==> src/rtl/imm_gen_pipe_pkg.sv <==
// imm_pkg: shared opcode constants, immediate format tag and the decoded
// result record passed from imm_decode to the imm_gen_pipe registers.
// Result fields are sized for the widest datapath (64 bits). Narrower
// configurations carry sign-extended values and use only the low XLEN bits.
package imm_pkg;

  localparam int MAX_XLEN = 64;

  localparam logic [6:0] OPC_LOAD    = 7'b0000011;
  localparam logic [6:0] OPC_MISCMEM = 7'b0001111;
  localparam logic [6:0] OPC_OPIMM   = 7'b0010011;
  localparam logic [6:0] OPC_AUIPC   = 7'b0010111;
  localparam logic [6:0] OPC_OPIMM32 = 7'b0011011;
  localparam logic [6:0] OPC_STORE   = 7'b0100011;
  localparam logic [6:0] OPC_OP      = 7'b0110011;
  localparam logic [6:0] OPC_LUI     = 7'b0110111;
  localparam logic [6:0] OPC_OP32    = 7'b0111011;
  localparam logic [6:0] OPC_BRANCH  = 7'b1100011;
  localparam logic [6:0] OPC_JALR    = 7'b1100111;
  localparam logic [6:0] OPC_JAL     = 7'b1101111;
  localparam logic [6:0] OPC_SYSTEM  = 7'b1110011;

  typedef enum logic [2:0] {
    FMT_NONE  = 3'd0,
    FMT_I     = 3'd1,
    FMT_S     = 3'd2,
    FMT_B     = 3'd3,
    FMT_U     = 3'd4,
    FMT_J     = 3'd5,
    FMT_SHAMT = 3'd6
  } imm_fmt_e;

  typedef struct packed {
    logic [MAX_XLEN-1:0] imm;
    imm_fmt_e            fmt;
    logic [MAX_XLEN-1:0] target;
    logic                illegal;
  } imm_res_t;

endpackage

==> src/rtl/imm_gen_pipe_if.sv <==
// imm_gen_pipe_if: instruction-in / immediate-out handshake bundle.
//   in_valid/in_ready/in_inst/in_pc          : instruction from fetch/decode
//   out_valid/out_ready/out_imm/out_fmt/
//   out_target/out_illegal                    : result towards execute
// slave  = the immediate generator, master = the surrounding pipeline.
interface imm_gen_pipe_if #(
  parameter int XLEN = 32
) ();
  import imm_pkg::*;

  logic            in_valid;
  logic            in_ready;
  logic [31:0]     in_inst;
  logic [XLEN-1:0] in_pc;

  logic            out_valid;
  logic            out_ready;
  logic [XLEN-1:0] out_imm;
  imm_fmt_e        out_fmt;
  logic [XLEN-1:0] out_target;
  logic            out_illegal;

  modport slave (
    input  in_valid, in_inst, in_pc, out_ready,
    output in_ready, out_valid, out_imm, out_fmt, out_target, out_illegal
  );

  modport master (
    output in_valid, in_inst, in_pc, out_ready,
    input  in_ready, out_valid, out_imm, out_fmt, out_target, out_illegal
  );
endinterface

==> src/rtl/imm_gen_pipe_decode.sv <==
// imm_decode: purely combinational RV32I/RV64I immediate decoder.
//   i_inst : 32-bit instruction word
//   i_pc   : instruction PC (XLEN bits)
//   o_res  : sign-extended immediate, format tag, PC-relative target and
//            illegal flag, widened to the package's 64-bit record.
module imm_decode
  import imm_pkg::*;
#(
  parameter int XLEN = 32
) (
  input  logic [31:0]     i_inst,
  input  logic [XLEN-1:0] i_pc,
  output imm_res_t        o_res
);

  localparam bit IS_RV64 = (XLEN == 64);

  logic [6:0]      w_opcode;
  logic [2:0]      w_funct3;
  logic            w_is_shift;
  logic [XLEN-1:0] w_imm_i, w_imm_s, w_imm_b, w_imm_u, w_imm_j;
  logic [XLEN-1:0] w_shamt5, w_shamt6;
  logic [XLEN-1:0] w_imm;
  logic [XLEN-1:0] w_target;
  imm_fmt_e        w_fmt;
  logic            w_illegal;
  logic            w_use_pc;

  assign w_opcode   = i_inst[6:0];
  assign w_funct3   = i_inst[14:12];
  assign w_is_shift = (w_funct3 == 3'b001) || (w_funct3 == 3'b101);

  // A size cast of a signed operand sign-extends to XLEN.
  assign w_imm_i  = XLEN'($signed(i_inst[31:20]));
  assign w_imm_s  = XLEN'($signed({i_inst[31:25], i_inst[11:7]}));
  assign w_imm_b  = XLEN'($signed({i_inst[31], i_inst[7], i_inst[30:25],
                                   i_inst[11:8], 1'b0}));
  assign w_imm_u  = XLEN'($signed({i_inst[31:12], 12'b0}));
  assign w_imm_j  = XLEN'($signed({i_inst[31], i_inst[19:12], i_inst[20],
                                   i_inst[30:21], 1'b0}));
  assign w_shamt5 = XLEN'(i_inst[24:20]);
  assign w_shamt6 = XLEN'(i_inst[25:20]);

  always_comb begin
    // NOTE: every output of this block gets a default first, so no path
    // through the case can leave a value unassigned and infer a latch.
    w_imm     = '0;
    w_fmt     = FMT_NONE;
    w_illegal = 1'b0;
    w_use_pc  = 1'b0;
    case (w_opcode)
      OPC_LOAD, OPC_JALR, OPC_MISCMEM, OPC_SYSTEM: begin
        w_imm = w_imm_i;
        w_fmt = FMT_I;
      end
      OPC_OPIMM: begin
        if (w_is_shift) begin
          w_fmt     = FMT_SHAMT;
          w_imm     = IS_RV64 ? w_shamt6 : w_shamt5;
          // A 6-bit shift amount has no meaning on a 32-bit datapath.
          w_illegal = !IS_RV64 && i_inst[25];
        end else begin
          w_imm = w_imm_i;
          w_fmt = FMT_I;
        end
      end
      OPC_OPIMM32: begin
        if (!IS_RV64) begin
          w_illegal = 1'b1;
        end else if (w_is_shift) begin
          w_fmt = FMT_SHAMT;
          w_imm = w_shamt5;
        end else begin
          w_imm = w_imm_i;
          w_fmt = FMT_I;
        end
      end
      OPC_STORE: begin
        w_imm = w_imm_s;
        w_fmt = FMT_S;
      end
      OPC_BRANCH: begin
        w_imm    = w_imm_b;
        w_fmt    = FMT_B;
        w_use_pc = 1'b1;
      end
      OPC_LUI: begin
        w_imm = w_imm_u;
        w_fmt = FMT_U;
      end
      OPC_AUIPC: begin
        w_imm    = w_imm_u;
        w_fmt    = FMT_U;
        w_use_pc = 1'b1;
      end
      OPC_JAL: begin
        w_imm    = w_imm_j;
        w_fmt    = FMT_J;
        w_use_pc = 1'b1;
      end
      OPC_OP:   w_illegal = 1'b0;
      OPC_OP32: w_illegal = !IS_RV64;
      default:  w_illegal = 1'b1;
    endcase
  end

  // JALR is deliberately excluded: its target depends on rs1.
  assign w_target = w_use_pc ? (i_pc + w_imm) : '0;

  assign o_res.imm     = MAX_XLEN'($signed(w_imm));
  assign o_res.fmt     = w_fmt;
  assign o_res.target  = MAX_XLEN'($signed(w_target));
  assign o_res.illegal = w_illegal;

endmodule

==> src/rtl/imm_gen_pipe.sv <==
// imm_gen_pipe: registered immediate generator with optional 2-entry skid.
//   clk     : rising-edge clock
//   reset_n : asynchronous active-low reset
//   flush   : drop every held entry and any input offered this cycle
//   bus     : imm_gen_pipe_if.slave (instruction in, decoded result out)
// SKID_EN=1: output register + skid entry, in_ready = !skid_valid.
// SKID_EN=0: output register only, in_ready = !out_valid || out_ready.
module imm_gen_pipe
  import imm_pkg::*;
#(
  parameter int XLEN    = 32,
  parameter bit SKID_EN = 1'b1
) (
  input  logic           clk,
  input  logic           reset_n,
  input  logic           flush,
  imm_gen_pipe_if.slave  bus
);

  imm_res_t w_dec_res;
  imm_res_t r_out;
  imm_res_t r_skid;
  logic     r_out_valid;
  logic     r_skid_valid;
  logic     w_in_ready;
  logic     w_accept;
  logic     w_out_free;

  imm_decode #(.XLEN(XLEN)) u_decode (
    .i_inst (bus.in_inst),
    .i_pc   (bus.in_pc),
    .o_res  (w_dec_res)
  );

  // Output register can take new data when empty or being drained now.
  assign w_out_free = !r_out_valid || bus.out_ready;
  assign w_in_ready = SKID_EN ? !r_skid_valid : w_out_free;
  assign w_accept   = bus.in_valid && w_in_ready;

  always_ff @(posedge clk or negedge reset_n) begin
    if (!reset_n) begin
      // NOTE: data registers are reset as well as the valid bits, because
      // the output fields must read zero after reset, not just be ignored.
      r_out_valid  <= 1'b0;
      r_skid_valid <= 1'b0;
      r_out        <= '0;
      r_skid       <= '0;
    end else if (flush) begin
      // Only the valid bits are killed; stale data is harmless.
      r_out_valid  <= 1'b0;
      r_skid_valid <= 1'b0;
    end else if (w_out_free) begin
      // NOTE: non-blocking assignments here so every register samples the
      // pre-edge state, regardless of statement order.
      if (r_skid_valid) begin
        // in_ready was low, so no new input can arrive alongside this move.
        r_out        <= r_skid;
        r_out_valid  <= 1'b1;
        r_skid_valid <= 1'b0;
      end else if (w_accept) begin
        r_out       <= w_dec_res;
        r_out_valid <= 1'b1;
      end else begin
        r_out_valid <= 1'b0;
      end
    end else if (w_accept && SKID_EN) begin
      // Output stalled: park the new entry behind it.
      r_skid       <= w_dec_res;
      r_skid_valid <= 1'b1;
    end
  end

  assign bus.in_ready    = w_in_ready;
  assign bus.out_valid   = r_out_valid;
  assign bus.out_imm     = r_out.imm[XLEN-1:0];
  assign bus.out_fmt     = r_out.fmt;
  assign bus.out_target  = r_out.target[XLEN-1:0];
  assign bus.out_illegal = r_out.illegal;

  // Upper halves only hold sign copies on a 32-bit datapath.
  generate
    if (XLEN < MAX_XLEN) begin : g_hi_unused
      logic w_unused_hi;
      assign w_unused_hi = ^{r_out.imm[MAX_XLEN-1:XLEN],
                             r_out.target[MAX_XLEN-1:XLEN]};
    end
  endgenerate

endmodule

==> src/flat_wrapper.sv <==
// flat-port wrapper written by rule: the top's interface ports become plain ports
module imm_gen_pipe_flat import imm_pkg::*;
#(
  parameter int XLEN    = 32,
  parameter bit SKID_EN = 1'b1
)
  (clk, reset_n, flush, bus_in_valid, bus_in_inst, bus_in_pc, bus_out_ready, bus_in_ready, bus_out_valid, bus_out_imm, bus_out_fmt, bus_out_target, bus_out_illegal);
  imm_gen_pipe_if #(.XLEN(XLEN)) bus_i ();
  input  logic clk;
  input  logic reset_n;
  input  logic flush;
  input wire logic [$bits(bus_i.in_valid)-1:0] bus_in_valid;
  input wire logic [$bits(bus_i.in_inst)-1:0] bus_in_inst;
  input wire logic [$bits(bus_i.in_pc)-1:0] bus_in_pc;
  input wire logic [$bits(bus_i.out_ready)-1:0] bus_out_ready;
  output wire logic [$bits(bus_i.in_ready)-1:0] bus_in_ready;
  output wire logic [$bits(bus_i.out_valid)-1:0] bus_out_valid;
  output wire logic [$bits(bus_i.out_imm)-1:0] bus_out_imm;
  output wire logic [$bits(bus_i.out_fmt)-1:0] bus_out_fmt;
  output wire logic [$bits(bus_i.out_target)-1:0] bus_out_target;
  output wire logic [$bits(bus_i.out_illegal)-1:0] bus_out_illegal;
  assign bus_i.in_valid = bus_in_valid;
  assign bus_i.in_inst = bus_in_inst;
  assign bus_i.in_pc = bus_in_pc;
  assign bus_i.out_ready = bus_out_ready;
  assign bus_in_ready = bus_i.in_ready;
  assign bus_out_valid = bus_i.out_valid;
  assign bus_out_imm = bus_i.out_imm;
  assign bus_out_fmt = bus_i.out_fmt;
  assign bus_out_target = bus_i.out_target;
  assign bus_out_illegal = bus_i.out_illegal;
  imm_gen_pipe #(.XLEN(XLEN), .SKID_EN(SKID_EN)) u_core (.clk(clk), .reset_n(reset_n), .flush(flush), .bus(bus_i));
endmodule
==> config.mk <==
export PLATFORM = sky130hd
export DESIGN_NAME = imm_gen_pipe_flat
export DESIGN_NICKNAME = d
export VERILOG_FILES = /design/src/rtl/imm_gen_pipe_pkg.sv /design/src/rtl/imm_gen_pipe_if.sv /design/src/rtl/imm_gen_pipe_decode.sv /design/src/rtl/imm_gen_pipe.sv /design/src/flat_wrapper.sv
export SDC_FILE = /design/constraint.sdc
export NUM_CORES = 1
export LEC_CHECK = 0
export BUFFER_PORTS_ARGS = -buffer_cell sky130_fd_sc_hd__buf_2
export CAP_MARGIN = 30
export CORE_UTILIZATION = 45
export CTS_BUF_LIST = sky130_fd_sc_hd__clkbuf_16
export DETAILED_ROUTE_END_ITERATION = 8
export PLACE_DENSITY = 0.66
export SKIP_LAST_GASP = 1
export SLEW_MARGIN = 20
export SYNTH_ARGS = -nofsm -noshare
export SYNTH_HDL_FRONTEND = slang
export SYNTH_HIERARCHICAL = 1
export SYNTH_SLANG_ARGS = --single-unit
==> constraint.sdc <==
create_clock -name clk -period 2.3 [get_ports clk]
set_clock_uncertainty 0.1 [all_clocks]
set_input_delay 0.46 -clock clk [delete_from_list [all_inputs] [get_ports clk]]
set_output_delay 0.46 -clock clk [all_outputs]
set_load 0.05 [all_outputs]
==> out/metrics.yaml <==
cp_data_arrival_time_ns: 4.03
cts_max_level: 4
syn_nets: 853
synthCells: 752
hold_end: "u_core/bus.out_valid"
clock_path_buffers: 2
finalWirelength_um: 24960
grt.busiest_layer: "met2"
start_kind: "input port"
worst-r2r-setup-slack_ns: 0.53
dr.pass1.iters: 5
worst_slack_ns: -1.528
finalSetupTns_ns: -67.08
via_count: 7145
antenna_found_initial: 1
powerDensity_nw_per_um2: 525.6
die_x_um: 139.3
cts-root-buf: "clkbuf_16"
drcViolationCount: 0
finalSetupViolCount: 71
fin_cells: 1304
fmax_mhz: 261.2
whs_path_depth: 2
drt-wirelength-per-cell_um: 19.14
io_buffers: 138
grt_max_degree: 78
p_leak_nw: 6.357
violations: "setup timing"
ioPinCount: 139
fin_crit_sh_pct: 166.5
gr-usage-met1_pct: 33.85
crit_chain: "buf_12 > xnor2_4 > nor2_4 > nor2_4 > o21ai_2 > a32o_2 > ha_4 > fa_2 > a21o_1 > a221o_1 > nor4b_4 > or3_4 > a31oi_4 > o21bai_1 > mux2i_1 > mux2_4 > mux2_4"
final.min_clock_period_ns: 3.828
run_status: "complete, but fails checks"
die_h_um: 139.3
grt_pass1_vias: 7129
final_common_cell: "buf_4"
cpMaxStageDelayCell: "a221o_1"
finalHoldViolCount: 0
dp.cells: 1241
final_cell_mix: "buf_4 (163), mux2_2 (156), dfrtp_1 (137), buf_2 (133), mux2_4 (36)"
dp_hpwl_um: 17350
clkTransAtPathRegs_ns: 0.06
cts_made_buffers: 17
cts_tree: "yes"
overflow: 0
worstSetupEndpointType: "flip-flop"
avgSynthCellArea_um2: 11.28
slew_headroom_pct: 67.70
via_per_inst: 5.479
grt_first_pass_wirelength_um: 37720
max-cap-violations: 0
insertion_delay_ns: 0.42
grt_util_met3_pct: 3.372
clock_sinks: 138
start_util_pct: 46.59
rows: 49
timing.rr.end: "u_core/bus.out_imm[8]"
crit_type: "in2reg"
grt_use_total_pct: 25.10
rsz0062_at_grt: "true"
hold_slack_ns: 0.1769
max_stage_delay_ns: 0.40
fill_cells: 1376
drtIter0Drc: 437
syn_to_final_growth_pct: 46.11
hold_path.startpoint: "flush"
hold_class: "in2reg"
ir_worst_vdd_mv: 0.5043
drtAntennaViolNets: 0
use_met2_pct: 41.15
tightest_slew_ns: 0.4823
ys_warn_count: 6
r2r-start: "u_core/r_skid_valid"
slew_violations: 0
worstPathRequired_ns: 2.50
gp_congestion: 0.8968
r2r_cells: 3
timing.critical_path.fanout_max: 6
drive_above_1_share_pct: 63.59
synth_area_um2: 8483
core_um2: 18210
nets: 1162
die_area_um2: 19400
-- through the flow --
| step | utilization (%) | setup slack, ns | instance area, µm² | total power [mW] |
|---|---|---|---|---|
| floorplan | - | -1.647 | 8591 | 3.160 |
| CTS | 63.18 | -1.435 | 11500 | 6.430 |
| global route | 68.07 | -1.617 | 12390 | 6.773 |
| detailed placement | 58.08 | -2.072 | 10580 | 3.619 |
| global placement | 58.08 | -1.987 | 10580 | 3.614 |
| finish | 68.07 | -1.528 | 12390 | 6.515 |
-- what timing repair did --
action                                 4_1_cts  5_1_grt
hold buffers                                 1        0
cloned                                       1        0
buffers inserted                             9       26
pin swaps                                   23       51
endpoints found under the hold margin      138        0
resized for setup                           56      153
setup endpoints to repair                   73       74
-- sequential cells by signal (all words and copies together) (netlist names) --
name	count
u_core/r_skid_valid	1
u_core/bus.out_illegal	1
u_core/bus.out_fmt	3
u_core/bus.out_valid	1
u_core/bus.out_target	32
u_core/bus.out_imm	32
u_core/r_skid	68
-- worst max-delay path: cells and delay by family --
kind | cells | cell delay [ns]
AO/OA/AOI/OAI | 6 | 1.32
XOR/XNOR | 1 | 0.20
adder cells (fa/ha/maj) | 2 | 0.54
buffers and inverters | 1 | 0.12
multiplexers | 3 | 0.69
AND/OR/NAND/NOR | 4 | 0.68
-- layer usage --
layer,share of wire (%),wire (µm),up-vias
met4,2.2,561,0
met3,3.6,909,28
met5,0,0,-
li1,-,-,3377
met2,49,12130,208
met1,46,11360,3532
-- worst max-delay path by stage --
stage	endpoint	startpoint	cells past startpoint
floorplan	u_core/bus.out_target[26]	bus_in_inst[4]	17
global placement	u_core/bus.out_target[31]	bus_in_inst[4]	18
detailed placement	u_core/bus.out_target[31]	bus_in_inst[4]	18
CTS	u_core/bus.out_target[26]	bus_in_inst[2]	17
global route	u_core/bus.out_target[26]	bus_in_inst[6]	17
finish	u_core/bus.out_target[26]	bus_in_inst[2]	17
-- power breakdown --
group | switching (mW) | leakage, nW | internal, mW
combinational | 0.667 | 4.16 | 0.553
clock | 1.07 | 0.294 | 1.69
sequential | 0.0373 | 1.91 | 2.50
total | 1.77 | 6.36 | 4.74
-- layout make-up --
cell class | instances | area, µm² | area share (%)
Tap cell | 229 | 286.5 | 2.312
Timing Repair Buffer | 333 | 2361 | 19.05
Inverter | 6 | 22.52 | 0.1817
Clock buffer | 17 | 425.4 | 3.432
Sequential cell | 138 | 3455 | 27.87
Antenna cell | 1 | 2.502 | 0.02019
Multi-Input combinational cell | 565 | 5682 | 45.84
Clock inverter | 15 | 160.2 | 1.292
Note: power is estimated with default switching activity, not from simulation.
